===== src/rtl/oam_dma_arbiter_if.sv =====
// Bus-op encoding plus the CPU-side and MMU-side request/response bundle around the OAM DMA arbiter.
// The package is declared here so that it is compiled before both the interface and the arbiter.
package oam_dma_pkg;
   typedef enum logic [1:0] {
      BUS_IDLE  = 2'd0,
      BUS_READ  = 2'd1,
      BUS_WRITE = 2'd2
   } bus_op_t;
endpackage

interface oam_dma_arbiter_if;
   import oam_dma_pkg::*;

   bus_op_t     cpu_bus_op;
   logic [15:0] cpu_addr;
   logic [7:0]  cpu_wdata;
   logic [7:0]  cpu_rdata;
   bus_op_t     mmu_bus_op;
   logic [15:0] mmu_addr;
   logic [7:0]  mmu_wdata;
   logic [7:0]  mmu_rdata;
   logic        dma_active;

   // master drives CPU requests and returns MMU read data; slave is the arbiter
   modport master (
      output cpu_bus_op, cpu_addr, cpu_wdata, mmu_rdata,
      input  cpu_rdata, mmu_bus_op, mmu_addr, mmu_wdata, dma_active
   );
   modport slave (
      input  cpu_bus_op, cpu_addr, cpu_wdata, mmu_rdata,
      output cpu_rdata, mmu_bus_op, mmu_addr, mmu_wdata, dma_active
   );
endinterface


===== src/rtl/oam_dma_arbiter.sv =====
// Owns the MMU request port: passes CPU traffic through when idle and runs the OAM DMA copy,
// blocking CPU traffic while a transfer is in progress.
module oam_dma_arbiter
   import oam_dma_pkg::*;
#(
   parameter logic [15:0] DMA_REG_ADDR = 16'hFF46,
   parameter logic [15:0] OAM_BASE     = 16'hFE00,
   parameter int          XFER_LEN     = 160,
   parameter int          START_DELAY  = 1
) (
   input logic               clk,
   input logic               reset,
   oam_dma_arbiter_if.slave  bus
);

   typedef enum logic [1:0] {S_IDLE, S_START, S_READ, S_WRITE} state_t;

   state_t     state_reg, state_next;
   logic [7:0] idx_reg, idx_next;
   logic [7:0] src_hi_reg, src_hi_next;
   logic [7:0] cnt_reg, cnt_next;
   logic       blk_rd_reg, blk_rd_next;
   logic       reg_rd_reg, reg_rd_next;

   logic       trigger;
   logic       reg_read;
   logic [7:0] eff_hi;

   assign trigger  = (bus.cpu_bus_op == BUS_WRITE) && (bus.cpu_addr == DMA_REG_ADDR);
   assign reg_read = (bus.cpu_bus_op == BUS_READ)  && (bus.cpu_addr == DMA_REG_ADDR);
   // Sources in echo RAM (E0..FF) fold back onto work RAM (C0..DF)
   assign eff_hi   = (src_hi_reg >= 8'hE0) ? (src_hi_reg - 8'h20) : src_hi_reg;

   always_ff @(posedge clk or posedge reset) begin
      if (reset) begin
         state_reg  <= S_IDLE;
         idx_reg    <= '0;
         src_hi_reg <= '0;
         cnt_reg    <= '0;
         blk_rd_reg <= 1'b0;
         reg_rd_reg <= 1'b0;
      end else begin
         state_reg  <= state_next;
         idx_reg    <= idx_next;
         src_hi_reg <= src_hi_next;
         cnt_reg    <= cnt_next;
         blk_rd_reg <= blk_rd_next;
         reg_rd_reg <= reg_rd_next;
      end
   end

   always_comb begin
      state_next     = state_reg;
      idx_next       = idx_reg;
      src_hi_next    = src_hi_reg;
      cnt_next       = cnt_reg;
      blk_rd_next    = 1'b0;
      reg_rd_next    = reg_read;
      bus.mmu_bus_op = BUS_IDLE;
      bus.mmu_addr   = '0;
      bus.mmu_wdata  = '0;

      case (state_reg)
         S_IDLE: begin
            if (!reg_read) begin
               bus.mmu_bus_op = bus.cpu_bus_op;
               bus.mmu_addr   = bus.cpu_addr;
               bus.mmu_wdata  = bus.cpu_wdata;
            end
         end
         S_START: begin
            if (cnt_reg == 8'd0) state_next = S_READ;
            else                 cnt_next   = cnt_reg - 8'd1;
         end
         S_READ: begin
            bus.mmu_bus_op = BUS_READ;
            bus.mmu_addr   = {eff_hi, idx_reg};
            state_next     = S_WRITE;
         end
         S_WRITE: begin
            bus.mmu_bus_op = BUS_WRITE;
            bus.mmu_addr   = OAM_BASE + {8'h00, idx_reg};
            bus.mmu_wdata  = bus.mmu_rdata;
            idx_next       = idx_reg + 8'd1;
            state_next     = (idx_reg == 8'(XFER_LEN - 1)) ? S_IDLE : S_READ;
         end
         default: state_next = S_IDLE;
      endcase

      if (state_reg != S_IDLE) blk_rd_next = (bus.cpu_bus_op == BUS_READ);

      // A trigger always wins, including over the final WRITE's return to IDLE
      if (trigger) begin
         src_hi_next = bus.cpu_wdata;
         idx_next    = '0;
         cnt_next    = 8'(START_DELAY - 1);
         state_next  = S_START;
      end

      if (reset) bus.mmu_bus_op = BUS_IDLE;
   end

   assign bus.dma_active = (state_reg != S_IDLE);
   assign bus.cpu_rdata  = reg_rd_reg ? src_hi_reg :
                           blk_rd_reg ? 8'hFF      : bus.mmu_rdata;

endmodule

===== src/flat_wrapper.sv =====
// flat-port wrapper written by rule: the top's interface ports become plain ports
module oam_dma_arbiter_flat import oam_dma_pkg::*;
#(
   parameter logic [15:0] DMA_REG_ADDR = 16'hFF46,
   parameter logic [15:0] OAM_BASE     = 16'hFE00,
   parameter int          XFER_LEN     = 160,
   parameter int          START_DELAY  = 1
)
  (clk, reset, bus_cpu_bus_op, bus_cpu_addr, bus_cpu_wdata, bus_mmu_rdata, bus_cpu_rdata, bus_mmu_bus_op, bus_mmu_addr, bus_mmu_wdata, bus_dma_active);
  oam_dma_arbiter_if bus_i ();
  input logic clk;
  input logic reset;
  input wire logic [$bits(bus_i.cpu_bus_op)-1:0] bus_cpu_bus_op;
  input wire logic [$bits(bus_i.cpu_addr)-1:0] bus_cpu_addr;
  input wire logic [$bits(bus_i.cpu_wdata)-1:0] bus_cpu_wdata;
  input wire logic [$bits(bus_i.mmu_rdata)-1:0] bus_mmu_rdata;
  output wire logic [$bits(bus_i.cpu_rdata)-1:0] bus_cpu_rdata;
  output wire logic [$bits(bus_i.mmu_bus_op)-1:0] bus_mmu_bus_op;
  output wire logic [$bits(bus_i.mmu_addr)-1:0] bus_mmu_addr;
  output wire logic [$bits(bus_i.mmu_wdata)-1:0] bus_mmu_wdata;
  output wire logic [$bits(bus_i.dma_active)-1:0] bus_dma_active;
  assign bus_i.cpu_bus_op = bus_cpu_bus_op;
  assign bus_i.cpu_addr = bus_cpu_addr;
  assign bus_i.cpu_wdata = bus_cpu_wdata;
  assign bus_i.mmu_rdata = bus_mmu_rdata;
  assign bus_cpu_rdata = bus_i.cpu_rdata;
  assign bus_mmu_bus_op = bus_i.mmu_bus_op;
  assign bus_mmu_addr = bus_i.mmu_addr;
  assign bus_mmu_wdata = bus_i.mmu_wdata;
  assign bus_dma_active = bus_i.dma_active;
  oam_dma_arbiter #(.DMA_REG_ADDR(DMA_REG_ADDR), .OAM_BASE(OAM_BASE), .XFER_LEN(XFER_LEN), .START_DELAY(START_DELAY)) u_core (.clk(clk), .reset(reset), .bus(bus_i));
endmodule

===== config.mk =====
export PLATFORM = sky130hd
export DESIGN_NAME = oam_dma_arbiter_flat
export DESIGN_NICKNAME = d
export VERILOG_FILES = /design/src/rtl/oam_dma_arbiter_if.sv /design/src/rtl/oam_dma_arbiter.sv /design/src/flat_wrapper.sv
export SDC_FILE = /design/constraint.sdc
export NUM_CORES = 1
export LEC_CHECK = 0
export ABC_AREA = 1
export CAP_MARGIN = 30
export CORE_MARGIN = 10
export CORE_UTILIZATION = 47
export CTS_CLUSTER_DIAMETER = 150
export DETAILED_ROUTE_END_ITERATION = 8
export HOLD_SLACK_MARGIN = 0.15
export PLACE_DENSITY = 0.91
export SLEW_MARGIN = 20
export SYNTH_ARGS = -nofsm -noshare
export SYNTH_HDL_FRONTEND = slang
export SYNTH_SLANG_ARGS = --single-unit
export TNS_END_PERCENT = 50

===== constraint.sdc =====
create_clock -name clk -period 1.9 [get_ports clk]
set_clock_uncertainty 0.2 [all_clocks]
set_input_delay 0.38 -clock clk [delete_from_list [all_inputs] [get_ports clk]]
set_output_delay 0.38 -clock clk [all_outputs]
set_load 0.05 [all_outputs]

Word-level counts from Yosys, hierarchy flattened
Index checks and enable logic that the tools add are counted.
{"block": "totals", "regBits": 28, "in_bits": 36, "output_inout_bits": 35, "wordCells": 50}
{"block": "op_classes", "addsub": 4, "n_lt_le_gt_ge": 1, "eq_ne": 9, "muxes": 20, "n_reduce_logical": 10}
{"op": "8-bit two-way mux", "count": 9}
{"op": "16-bit one-hot mux with 3 select lines", "count": 1}
{"op": "16-bit equality test (second input constant)", "count": 1}
{"op": "16-bit two-way mux", "count": 1}
{"op": "8-bit one-hot mux with 2 select lines", "count": 1}
{"op": "2-bit one-hot mux with 3 select lines", "count": 2}
{"op": "10-bit by 9-bit adder with 11-bit output (first input constant)", "count": 1}
{"op": "2-bit two-way mux", "count": 5}
{"op": "8-bit by 1-bit adder with 8-bit output (second input constant)", "count": 1}
{"op": "8-bit equality test (second input constant)", "count": 1}
{"op": "8-bit >= comparator (second input constant)", "count": 1}
{"op": "8-bit logical NOT", "count": 1}
{"op": "8-bit by 1-bit subtractor with 8-bit output (second input constant)", "count": 1}
{"op": "8-bit by 6-bit subtractor with 8-bit output (second input constant)", "count": 1}
{"op": "2-bit equality test (second input constant)", "count": 3}
{"op": "2-bit nonzero test", "count": 3}
{"op": "2-bit by 1-bit equality test with 1-bit output (second input constant)", "count": 2}
{"op": "2-bit AND reduction", "count": 2}
{"op": "4-bit nonzero test", "count": 1}
{"op": "3-bit by 1-bit inequality test with 1-bit output (second input constant)", "count": 1}
{"op": "1-bit logical AND", "count": 2}
{"op": "2-bit logical NOT", "count": 1}
{"op": "2-bit by 1-bit inequality test with 1-bit output (second input constant)", "count": 1}
{"op": "1-bit two-way mux", "count": 1}

Logic depth before layout (Yosys ltp)
Gate-level depths: netlist (run 1).
{"block": "logic_depth", "ltp_word": 5, "depth_mapped": 9}

Least setup slack after synthesis (run 1)
OpenSTA, ideal clock, no wires.
{"block": "synth_path", "path_type": "register -> output", "start": "register u_core.state_reg[0]", "end": "output bus_mmu_bus_op[1]", "t_arrival_ns": 2.232, "path_slack_ns": -0.912, "stages_incl_launch_ff": 7, "path_buffers": 2, "path_cell_list": "dfrtp_1 -> inv_1 -> ha_1 -> buf_2 -> buf_2 -> a21oi_1 -> a211oi_1"}
{"block": "synth_between", "elab_chain_cells": 3, "word_cells_on_any_way": 5, "classes_between": "2 x eq/ne; 2 x mux; 1 x reduce/logical"}
{"item": "start, declared", "line_no": "oam_dma_arbiter.sv:18", "rtl": "state_t state_reg, state_next;"}
{"item": "start signal, assigned", "line_no": "oam_dma_arbiter.sv:43", "rtl": "state_reg <= state_next;"}
{"item": "2-bit equality test or 2-bit logical NOT (tied branches)", "line_no": "oam_dma_arbiter.sv:63", "rtl": "case (state_reg)"}
{"item": "2-bit one-hot mux with 3 select lines *", "line_no": "oam_dma_arbiter.sv:63"}
{"item": "2-bit two-way mux *", "line_no": "oam_dma_arbiter.sv:100", "rtl": "if (reset) bus.mmu_bus_op = BUS_IDLE;"}
{"item": "end, declared", "line_no": "flat_wrapper.sv:18", "rtl": "output wire logic [$bits(bus_i.mmu_bus_op)-1:0] bus_mmu_bus_op;"}
Mark *: on every way between the ends. The rest lies on a longest branch, timed or not.

Final worst setup path (run 1)
{"block": "layout_path", "start": "register u_core.state_reg[1]", "end": "output bus_mmu_addr[5]"}
{"block": "layout_between", "elab_chain_cells": 2, "word_cells_on_any_way": 4, "classes_between": "2 x eq/ne; 1 x mux; 1 x reduce/logical"}
{"item": "2-bit equality test or 2-bit logical NOT (tied branches)", "line_no": "oam_dma_arbiter.sv:63"}
{"item": "16-bit one-hot mux with 3 select lines *", "line_no": "oam_dma_arbiter.sv:63"}
{"item": "end, declared", "line_no": "flat_wrapper.sv:19", "rtl": "output wire logic [$bits(bus_i.mmu_addr)-1:0] bus_mmu_addr;"}
Marked as above.

==> out/metrics.yaml, run 1 <==
sta:
  period_minus_slack_ns: 2.57
  whs_ns: 0.408
  slew_headroom_pct: 73.5
  fin_crit_sh_pct: 135
  slew_violations: 0
  fin_setup_tns_ns: -16.77
  grt_setup_unrepaired: "yes"
  worstMarginPinSlew_ns: 0.398
  layout_setup_ws_ns: -0.673
  setup-violations-final: 53
  hold_viol: 0
  fmax_mhz: 389
synth:
  synthesis.nets: 414
  synth_area_mm2: 0.00229
  synth_edf_count: 0
  yosysMostFrequentCell: "nand2_1"
  syn_avg_cell_area_um2: 6.20
  syn_inst: 369
  synthTopCellsByCount: "105 x nand2_1, 67 x inv_1, 35 x nor2_1"
  synthDistinctLibCells: 26
  synth_seq_area_share_pct: 30.6
  synth_seq_cells: 28
  synthTopCellsByArea: "dfrtp_1 31%, nand2_1 17%, inv_1 11%"
  async_reset_ff_share_pct: 100
  yosys.area.top_type_share_pct: 30.6
  yosys_warnings: 0
  ys.flop_type: "dfrtp_1"
  synth_top_cell_by_area: "dfrtp_1"
run_status:
  violations: "negative setup slack"
  outcome: "finished, violations left"
clocking:
  clk_pin_slew_ns: 0.10
  clkLatencyLatePin_ns: 0.31
  cts_buffer_depth: 2
  hold_buffers: 0
  numClockSinks: 28
  cts_buffers: 3
  cts_tree: "yes"
  root_buffer: "clkbuf_8"
  h-tree-depth: 1
detailed_routing:
  firstDrtPassIters: 6
  ant_nets: 0
  route.met2.wl_mm: 7.04
  vias_per_cell: 7.00
  routedWlPerCell_um: 29.9
  dr.first_iter.drc_count: 700
  wl_mm: 16.7
  top_layer_used: "met4"
  wl_met1_mm: 5.20
  vias: 3929
  drc: 0
  met3_length_mm: 2.54
setup_path:
  critPathRequiredTime_ns: 1.32
  start_kind: "register"
  reg2reg_from: "u_core.state_reg[0]"
  slowest_stage: "dfrtp_2"
  crit_start: "u_core.state_reg[1]"
  max_stage_delay_ns: 0.47
  setup.worst_path.class: "register to primary output"
  cp_cell_sequence: "inv_4 > ha_4 > buf_12 > buf_8 > nand2_2 > o21ai_1 > nand2_1 > inv_1 > buf_6"
  crit_fanout: 8
  cp.arrival_ns: 1.99
  crit_path_end_kind: "primary output"
grt:
  grt_pass1_wl_mm: 18.7
  grt_max_degree: 32
  globalRouteTotalUtil_pct: 28.1
  antenna_found_initial: 0
  grt_overflow: 0
  grt_pass1_vias: 3445
power:
  ir_drop_mv: 1.09
  power_density_mw_per_mm2: 1100
  leakagePower_nw: 2.25
cells_and_area:
  utilization_pct: 95.8
  nets: 540
  syn_to_final_growth_pct: 97.8
  finalNonFillerCells: 561
  antenna_cells: 0
  drive_gt1_share_pct: 51.8
worst_hold_path:
  hold_class: "register to register"
  hp-start: "u_core.cnt_reg[0]"
placed_design:
  io_buffers: 70
  dp_hpwl_mm: 6.27
  dp.cells: 531
  globalplace.congestion: 0.866
floorplan:
  die_x_um: 89.8
  die_h_um: 89.8
  initial_core_util_pct: 48.4
  rows: 25
  die_area_mm2: 0.00806
  ios: 71
  core-area_mm2: 0.00472
job:
  cap_viol_max_count: 0
==> layer usage <==
metal / track usage, % / vias up
met5: 0 / -
met2: 47.6 / 584
met3: 6.48 / 235
met4: 16.8 / 0
li1: - / 1390
met1: 31.2 / 1720
==> logic make-up after synthesis <==
logic type,share of synthesized area [%]
compound gates,13.9
fa+ha+maj,4.92
xor+xnor,2.30
simple gates,33.0
buf+inv,15.2
flops,30.6
==> power breakdown <==
| part | switching (mW) | internal (mW) | leakage, nW |
|---|---|---|---|
| sequential | 0.156 | 0.680 | 0.351 |
| clock | 0.226 | 0.187 | 0.0288 |
| combinational | 2.28 | 1.46 | 1.87 |
| total | 2.67 | 2.32 | 2.25 |
==> metrics by stage <==
stage	instance area (um^2)	total power, mW	setup WS (ns)
final	4520	4.99	-0.673
after global placement	3660	3.42	-0.559
after CTS	4160	4.16	-0.364
after detailed placement	3660	3.49	-0.608
after global routing	4520	5.02	-0.644
after floorplan	2580	2.55	-0.349
==> placed cells by master (no fill, tap or decap), types with 15 or more instances in the layout <==
master,count
a21oi_2,15
nand2_4,21
buf_4,47
nand2_2,26
nand2_1,58
inv_1,37
nand3_1,26
inv_2,23
dfrtp_1,24
buf_12,23
nor2_1,26
buf_6,26
a21oi_4,18
clkdlybuf4s50_1,17
==> final timing paths <==
check | endpoint | slack (ns) | cells past startpoint
worst max-delay path | bus_mmu_addr[5] | -0.67 | 9
worst min-delay path | u_core.cnt_reg[0] | 0.41 | 1
worst max register to register | u_core.state_reg[1] | -0.58 | 11
worst min register to register | u_core.cnt_reg[0] | 0.41 | 1
max in group asynchronous | u_core.state_reg[1] | 0.73 | 3
min in group asynchronous | u_core.src_hi_reg[1] | 0.45 | 3
==> area by class of cell <==
type / count / area, um^2
multi-input cells: 257 / 1890
repair buffers: 138 / 1520
flip-flops and latches: 28 / 708
inverters: 67 / 270
fillers: 104 / 199
well taps: 67 / 83.8
clock buffers: 4 / 55.1
==> critical path, delay by kind of cell (launching register included) <==
family / cells / cell delay [ns]
flops: 1 / 0.47
fa+ha+maj: 1 / 0.21
compound gates: 1 / 0.13
buf+inv: 5 / 0.71
simple gates: 2 / 0.17
==> repair_timing <==
item                       in CTS  in global routing
pin swaps                      32                 40
setup buffers                  14                 12
gates cloned                    2                  0
resized for setup             127                102
setup endpoints to repair      36                 51
Note: power is estimated with default switching activity, not from simulation.
==> run 2, diff against run 1 <==
Settings changed: CORE_UTILIZATION 47 to 38, PLACE_DENSITY 0.91 to 0.77.
==> run 2 against run 1 <==
Effect of this change:
- the run still ends with negative setup slack left
- first-iteration DRC count is 66% lower
- utilization is 22 points lower
- total power is 8.8% lower
- count of clock-buffer cells in the layout is 1 lower
- combinational power is 13% lower
- hold slack worse by 0.10 ns
- critical path type unchanged
==> out/metrics.yaml, run 2 (same netlist as run 1, synthesis figures left out) <==
cells_and_area:
  layout_common_cells: "61 x nand2_1, 40 x inv_1, 39 x buf_4"  # was 58 x nand2_1, 47 x buf_4, 37 x inv_1
  nets: 533  # was 540
  finalNonFillerCells: 562  # was 561
  utilization_pct: 74.1  # was 95.8%
  multi_input_area_mm2: 0.00180  # was 0.00189 mm^2
  drive_gt1_share_pct: 48.9  # was 51.8%
  final_common_cell: "nand2_1"  # unchanged
  regArea_um2: 708  # unchanged
  syn_to_final_growth_pct: 90.7  # was 97.8%
  fillCellCount: 346  # was 104
  antenna_cells: 0  # unchanged
sta:
  slew_violations: 0  # unchanged
  fin_crit_sh_pct: 125  # was 135%
  period_minus_slack_ns: 2.37  # was 2.57 ns
  setup-violations-final: 38  # was 53
  slew_headroom_pct: 74.2  # was 73.5%
  layout_setup_ws_ns: -0.473  # was -0.673 ns
  fmax_mhz: 421  # was 389 MHz
  hold_viol: 0  # unchanged
  grt_setup_unrepaired: "yes"  # unchanged
  fin_setup_tns_ns: -11.93  # was -16.77 ns
  worstMarginPinSlew_ns: 0.387  # was 0.398 ns
job:
  cap_viol_max_count: 0  # unchanged
setup_path:
  max_stage_delay_ns: 0.43  # was 0.47 ns
  crit_fanout: 7  # was 8
  critPathBufInv: 5  # unchanged
  crit_path_end_kind: "primary output"  # unchanged
  setup.worst_path.class: "register to primary output"  # unchanged
  start_kind: "register"  # unchanged
  cpLargestDelayFamily: "buffers and inverters"  # unchanged
  critPathRequiredTime_ns: 1.32  # about the same
  r2r_cells: 11  # unchanged
  path_depth: 9  # unchanged
  slowest_stage: "dfrtp_2"  # unchanged
  cp.arrival_ns: 1.79  # was 1.99 ns
  cp_cell_sequence: "inv_2 > buf_6 > ha_4 > buf_12 > nand2_2 > inv_2 > nand2_2 > a21oi_2 > buf_6"  # was inv_4 > ha_4 > buf_12 > buf_8 > nand2_2 > o21ai_1 > nand2_1 > inv_1 > buf_6
power:
  ir_drop_mv: 0.617  # was 1.09 mV
  power_density_mw_per_mm2: 1040  # was 1100 mW/mm^2
  p_total_mw: 4.55  # was 4.99 mW
  leakagePower_nw: 2.16  # was 2.25 nW
floorplan:
  rows: 28  # was 25
  die_x_um: 97.6  # was 89.8 um
  initial_core_util_pct: 38.9  # was 48.4%
  ios: 71  # unchanged
  die_h_um: 97.6  # was 89.8 um
  die_area_mm2: 0.00952  # was 0.00806 mm^2
  core-area_mm2: 0.00589  # was 0.00472 mm^2
grt:
  antenna_found_initial: 0  # unchanged
  grt_pass1_wl_mm: 15.3  # was 18.7 mm
  grt_pass1_vias: 2966  # was 3,445
  grt_max_degree: 29  # was 32
  grt_overflow: 0  # unchanged
  globalRouteTotalUtil_pct: 19.3  # was 28.1%
clocking:
  cts_buffer_depth: 2  # unchanged
  numClockSinks: 28  # unchanged
  clk_pin_slew_ns: 0.12  # was 0.10 ns
  cts_tree: "yes"  # unchanged
  cts_buffers: 3  # unchanged
  root_buffer: "clkbuf_8"  # unchanged
  clkLatencyLatePin_ns: 0.30  # was 0.31 ns
  hold_buffers: 0  # unchanged
  h-tree-depth: 1  # unchanged
placed_design:
  dp_hpwl_mm: 5.98  # was 6.27 mm
  globalplace.congestion: 0.840  # was 0.866
  preCtsSetupSlack_ns: -0.592  # was -0.608 ns
  io_buffers: 70  # unchanged
  dp.cells: 535  # was 531
detailed_routing:
  vias_per_cell: 5.59  # was 7.00
  firstDrtPassIters: 4  # was 6
  routedWlPerCell_um: 19.7  # was 29.9 um
  dr.first_iter.drc_count: 235  # was 700
  ant_nets: 0  # unchanged
  wl_mm: 11.0  # was 16.7 mm
  vias: 3140  # was 3,929
  drc: 0  # unchanged
worst_hold_path:
  whs_path_depth: 1  # unchanged
  hold_class: "register to register"  # unchanged
run_status:
  violations: "negative setup slack"  # unchanged
  outcome: "finished, violations left"  # unchanged
run 2: per-layer routing:
layer	routed length [um]	global-route usage, %	vias up
met5	0	0	-
met1	4050	21.5	1478
met3	760	3.13	64
met4	707	10.5	0
li1	-	-	1387
met2	5530	33.9	211
run 2: final timing paths:
kind                                startpoint  slack [ns]              endpoint
setup reg to reg           u_core.state_reg[1]       -0.10   u_core.state_reg[1]
hold / removal               u_core.cnt_reg[0]        0.30     u_core.cnt_reg[0]
hold reg to reg              u_core.cnt_reg[0]        0.30     u_core.cnt_reg[0]
max in group asynchronous                reset        0.74     u_core.reg_rd_reg
setup / recovery           u_core.state_reg[0]       -0.47      bus_mmu_addr[12]
min in group asynchronous                reset        0.46  u_core.src_hi_reg[0]
run 2: through the flow:
stage | hold slack, ns | instance area [um^2]
final | 0.304 | 4360
after global routing | 0.359 | 4360
after CTS | 0.307 | 4140
after detailed placement | 0.289 | 3590
after global placement | 0.281 | 3590
after floorplan | 0.0873 | 2580
run 2: area by class of cell:
class	instances	area share [%]
multi-input cells	257	41.3
repair buffers	131	32.7
flip-flops and latches	28	16.2
inverters	67	5.97
well taps	75	2.15
clock buffers	3	0.947
clock inverters	1	0.688
run 2: what timing repair did:
item                       CTS  global route
buffers inserted            14             4
resized for setup          121            94
setup endpoints to repair   35            44
pin swaps                   30            32
cloned                       4             1
run 2: where the power goes:
part	internal [mW]	leakage [nW]	switching, mW
combinational	1.28	1.77	1.98
sequential	0.680	0.351	0.103
clock	0.284	0.0357	0.227
total	2.24	2.16	2.31
==> run 3, diff against run 2 <==
Settings changed: CELL_PAD_IN_SITES_DETAIL_PLACEMENT set to 1, CELL_PAD_IN_SITES_GLOBAL_PLACEMENT set to 2, CORE_UTILIZATION 38 to 24, CTS_CLUSTER_SIZE set to 10, PLACE_DENSITY 0.77 to 0.91.
==> run 3 against run 2 <==
Effect of this change:
- the flow still finishes with violations (negative setup slack)
- critical path depth fell by 1
- sequential share of layout area barely moved
- utilization fell by 27 points
- setup slack improved by 0.061 ns
- wire length fell by 6.8%
- highest routed layer unchanged
- via count fell by 12%
- combinational power fell by 2%
==> out/metrics.yaml, run 3 (same netlist as run 1, synthesis figures left out) <==
power:
  sw_frac_of_total_pct: 50.5  # was 50.8%
  p_comb_share_pct: 72.8  # was 71.5%
  p_int_mw: 2.16  # was 2.24 mW
  p_seq_share_pct: 18.0  # was 17.2%
  leakagePower_nw: 2.08  # was 2.16 nW
  ir_drop_mv: 0.574  # was 0.617 mV
  clkPwrFrac_pct: 9.1  # was 11.2%
  power_density_mw_per_mm2: 1000  # was 1040 mW/mm^2
  p_sw_mw: 2.21  # was 2.31 mW
grt:
  globalRouteTotalUtil_pct: 13.8  # was 19.3%
  grt_overflow: 0  # unchanged
  grt_pass1_vias: 2977  # was 2,966
  grt_pass1_wl_mm: 15.8  # was 15.3 mm
  grt_max_degree: 40  # was 29
  antenna_found_initial: 0  # unchanged
setup_path:
  start_kind: "register"  # unchanged
  setup.worst_path.class: "register to primary output"  # unchanged
  cp_cell_sequence: "inv_2 > ha_4 > buf_12 > nand2_1 > inv_1 > nand2_1 > a21oi_2 > buf_6"  # was inv_2 > buf_6 > ha_4 > buf_12 > nand2_2 > inv_2 > nand2_2 > a21oi_2 > buf_6
  critPathRequiredTime_ns: 1.32  # about the same
  critPathBufInv: 4  # was 5
  crit_fanout: 13  # was 7
  cpMostUsedCell: "nand2_1"
  max_stage_delay_ns: 0.47  # was 0.43 ns
  cpLargestDelayFamily: "buffers and inverters"  # unchanged
  slowest_stage: "dfrtp_2"  # unchanged
  crit_path_end_kind: "primary output"  # unchanged
  cp.arrival_ns: 1.73  # was 1.79 ns
  r2r_slack_ns: 0.04  # was -0.10 ns
run_status:
  outcome: "finished, violations left"  # unchanged
  violations: "negative setup slack"  # unchanged
placed_design:
  io_buffers: 70  # unchanged
  dp_hpwl_mm: 7.19  # was 5.98 mm
  place_area_mm2: 0.00375  # was 0.00359 mm^2
  globalplace.congestion: 0.802  # was 0.840
  preCtsSetupSlack_ns: -0.674  # was -0.592 ns
  dp.cells: 598  # was 535
sta:
  slew_violations: 0  # unchanged
  slew_headroom_pct: 74.6  # was 74.2%
  period_minus_slack_ns: 2.31  # was 2.37 ns
  fin_crit_sh_pct: 122  # was 125%
  setup-violations-final: 30  # was 38
  whs_ns: 0.318  # was 0.304 ns
  grt_setup_unrepaired: "yes"  # unchanged
  layout_setup_ws_ns: -0.412  # was -0.473 ns
  fmax_mhz: 433  # was 421 MHz
  hold_viol: 0  # unchanged
  worstMarginPinSlew_ns: 0.381  # was 0.387 ns
clocking:
  cts_buffer_depth: 2  # unchanged
  clkLatencyLatePin_ns: 0.29  # was 0.30 ns
  cts_buffers: 3  # unchanged
  root_buffer: "clkbuf_8"  # unchanged
  h-tree-depth: 1  # unchanged
  hold_buffers: 0  # unchanged
  numClockSinks: 28  # unchanged
  cts_tree: "yes"  # unchanged
  clk_pin_slew_ns: 0.10  # was 0.12 ns
detailed_routing:
  firstDrtPassIters: 5  # was 4
  routedWlPerCell_um: 16.9  # was 19.7 um
  vias: 2761  # was 3,140
  dr.first_iter.drc_count: 124  # was 235
  drc: 0  # unchanged
  ant_nets: 0  # unchanged
  vias_per_cell: 4.53  # was 5.59
  wl_mm: 10.3  # was 11.0 mm
cells_and_area:
  antenna_cells: 0  # unchanged
  utilization_pct: 47.1  # was 74.1%
  finalNonFillerCells: 609  # was 562
  final_common_cell: "nand2_1"  # unchanged
  syn_to_final_growth_pct: 90.4  # was 90.7%
  nets: 526  # was 533
  fin_area_mm2: 0.00435  # was 0.00436 mm^2
  drive_gt1_share_pct: 48.5  # was 48.9%
  layout_common_cells: "67 x nand2_1, 39 x buf_4, 38 x inv_1"  # was 61 x nand2_1, 40 x inv_1, 39 x buf_4
floorplan:
  die_h_um: 118  # was 97.6 um
  ios: 71  # unchanged
  core-area_mm2: 0.00924  # was 0.00589 mm^2
  rows: 35  # was 28
  initial_core_util_pct: 24.8  # was 38.9%
  die_x_um: 118  # was 97.6 um
  die_area_mm2: 0.0138  # was 0.00952 mm^2
worst_hold_path:
  hold_class: "register to register"  # unchanged
job:
  cap_viol_max_count: 0  # unchanged
-- run 3: what timing repair did --
action	CTS	global route
setup endpoints to repair	43	46
gates cloned	1	0
resized for setup	153	56
pin swaps	33	12
buffers inserted	5	4
-- run 3: stage by stage --
| step | TNS (ns) | power, mW |
|---|---|---|
| after global placement | -15.10 | 3.49 |
| after floorplan | -3.33 | 2.55 |
| final | -9.21 | 4.37 |
| after CTS | -9.16 | 4.27 |
| after detailed placement | -17.58 | 3.54 |
| after global routing | -11.75 | 4.60 |
-- run 3: worst register-to-register path: cells and delay by family, from the launching register on --
family / cells / cell delay [ns]
AOI/OAI and AO/OA: 1 / 0.14
adders and majority gates: 1 / 0.20
buffers and inverters: 3 / 0.39
DFF: 1 / 0.44
and+or+nand+nor: 4 / 0.44
-- run 3: area by class of cell --
type / instances / area [um^2]
well taps: 129 / 161
inverters: 67 / 260
multi-input cells: 257 / 1830
repair buffers: 124 / 1340
fillers: 1110 / 4890
clock buffers: 4 / 55.1
flip-flops and latches: 28 / 708
-- run 3: power groups by stage --
stage / clock network, mW / registers, mW / logic [mW]
6_report: 0.398 / 0.788 / 3.18
5_1_grt: 0.433 / 0.801 / 3.36
4_1_cts: 0.410 / 0.786 / 3.07
3_5_place_dp: 0 / 0.788 / 2.75
3_3_place_gp: 0 / 0.782 / 2.71
2_1_floorplan: 0 / 0.782 / 1.76
-- run 3: path summary, 6_finish.rpt --
kind	start	endpoint	cells after the start
max in group asynchronous	reset	u_core.reg_rd_reg	3
setup reg to reg	u_core.state_reg[1]	u_core.idx_reg[6]	9
hold / removal	u_core.cnt_reg[0]	u_core.cnt_reg[0]	1
min in group asynchronous	reset	u_core.idx_reg[6]	3
hold reg to reg	u_core.cnt_reg[0]	u_core.cnt_reg[0]	1
setup / recovery	u_core.state_reg[1]	bus_mmu_addr[6]	8
-- run 3: routing by layer --
metal / part of all wire [%] / track usage, % / vias to the layer above
li1: - / - / 1363
met1: 40 / 15.5 / 1358
met2: 57 / 26.5 / 34
met3: 1.7 / 1.87 / 6
met4: 0.84 / 3.25 / 0
met5: 0 / 0 / -
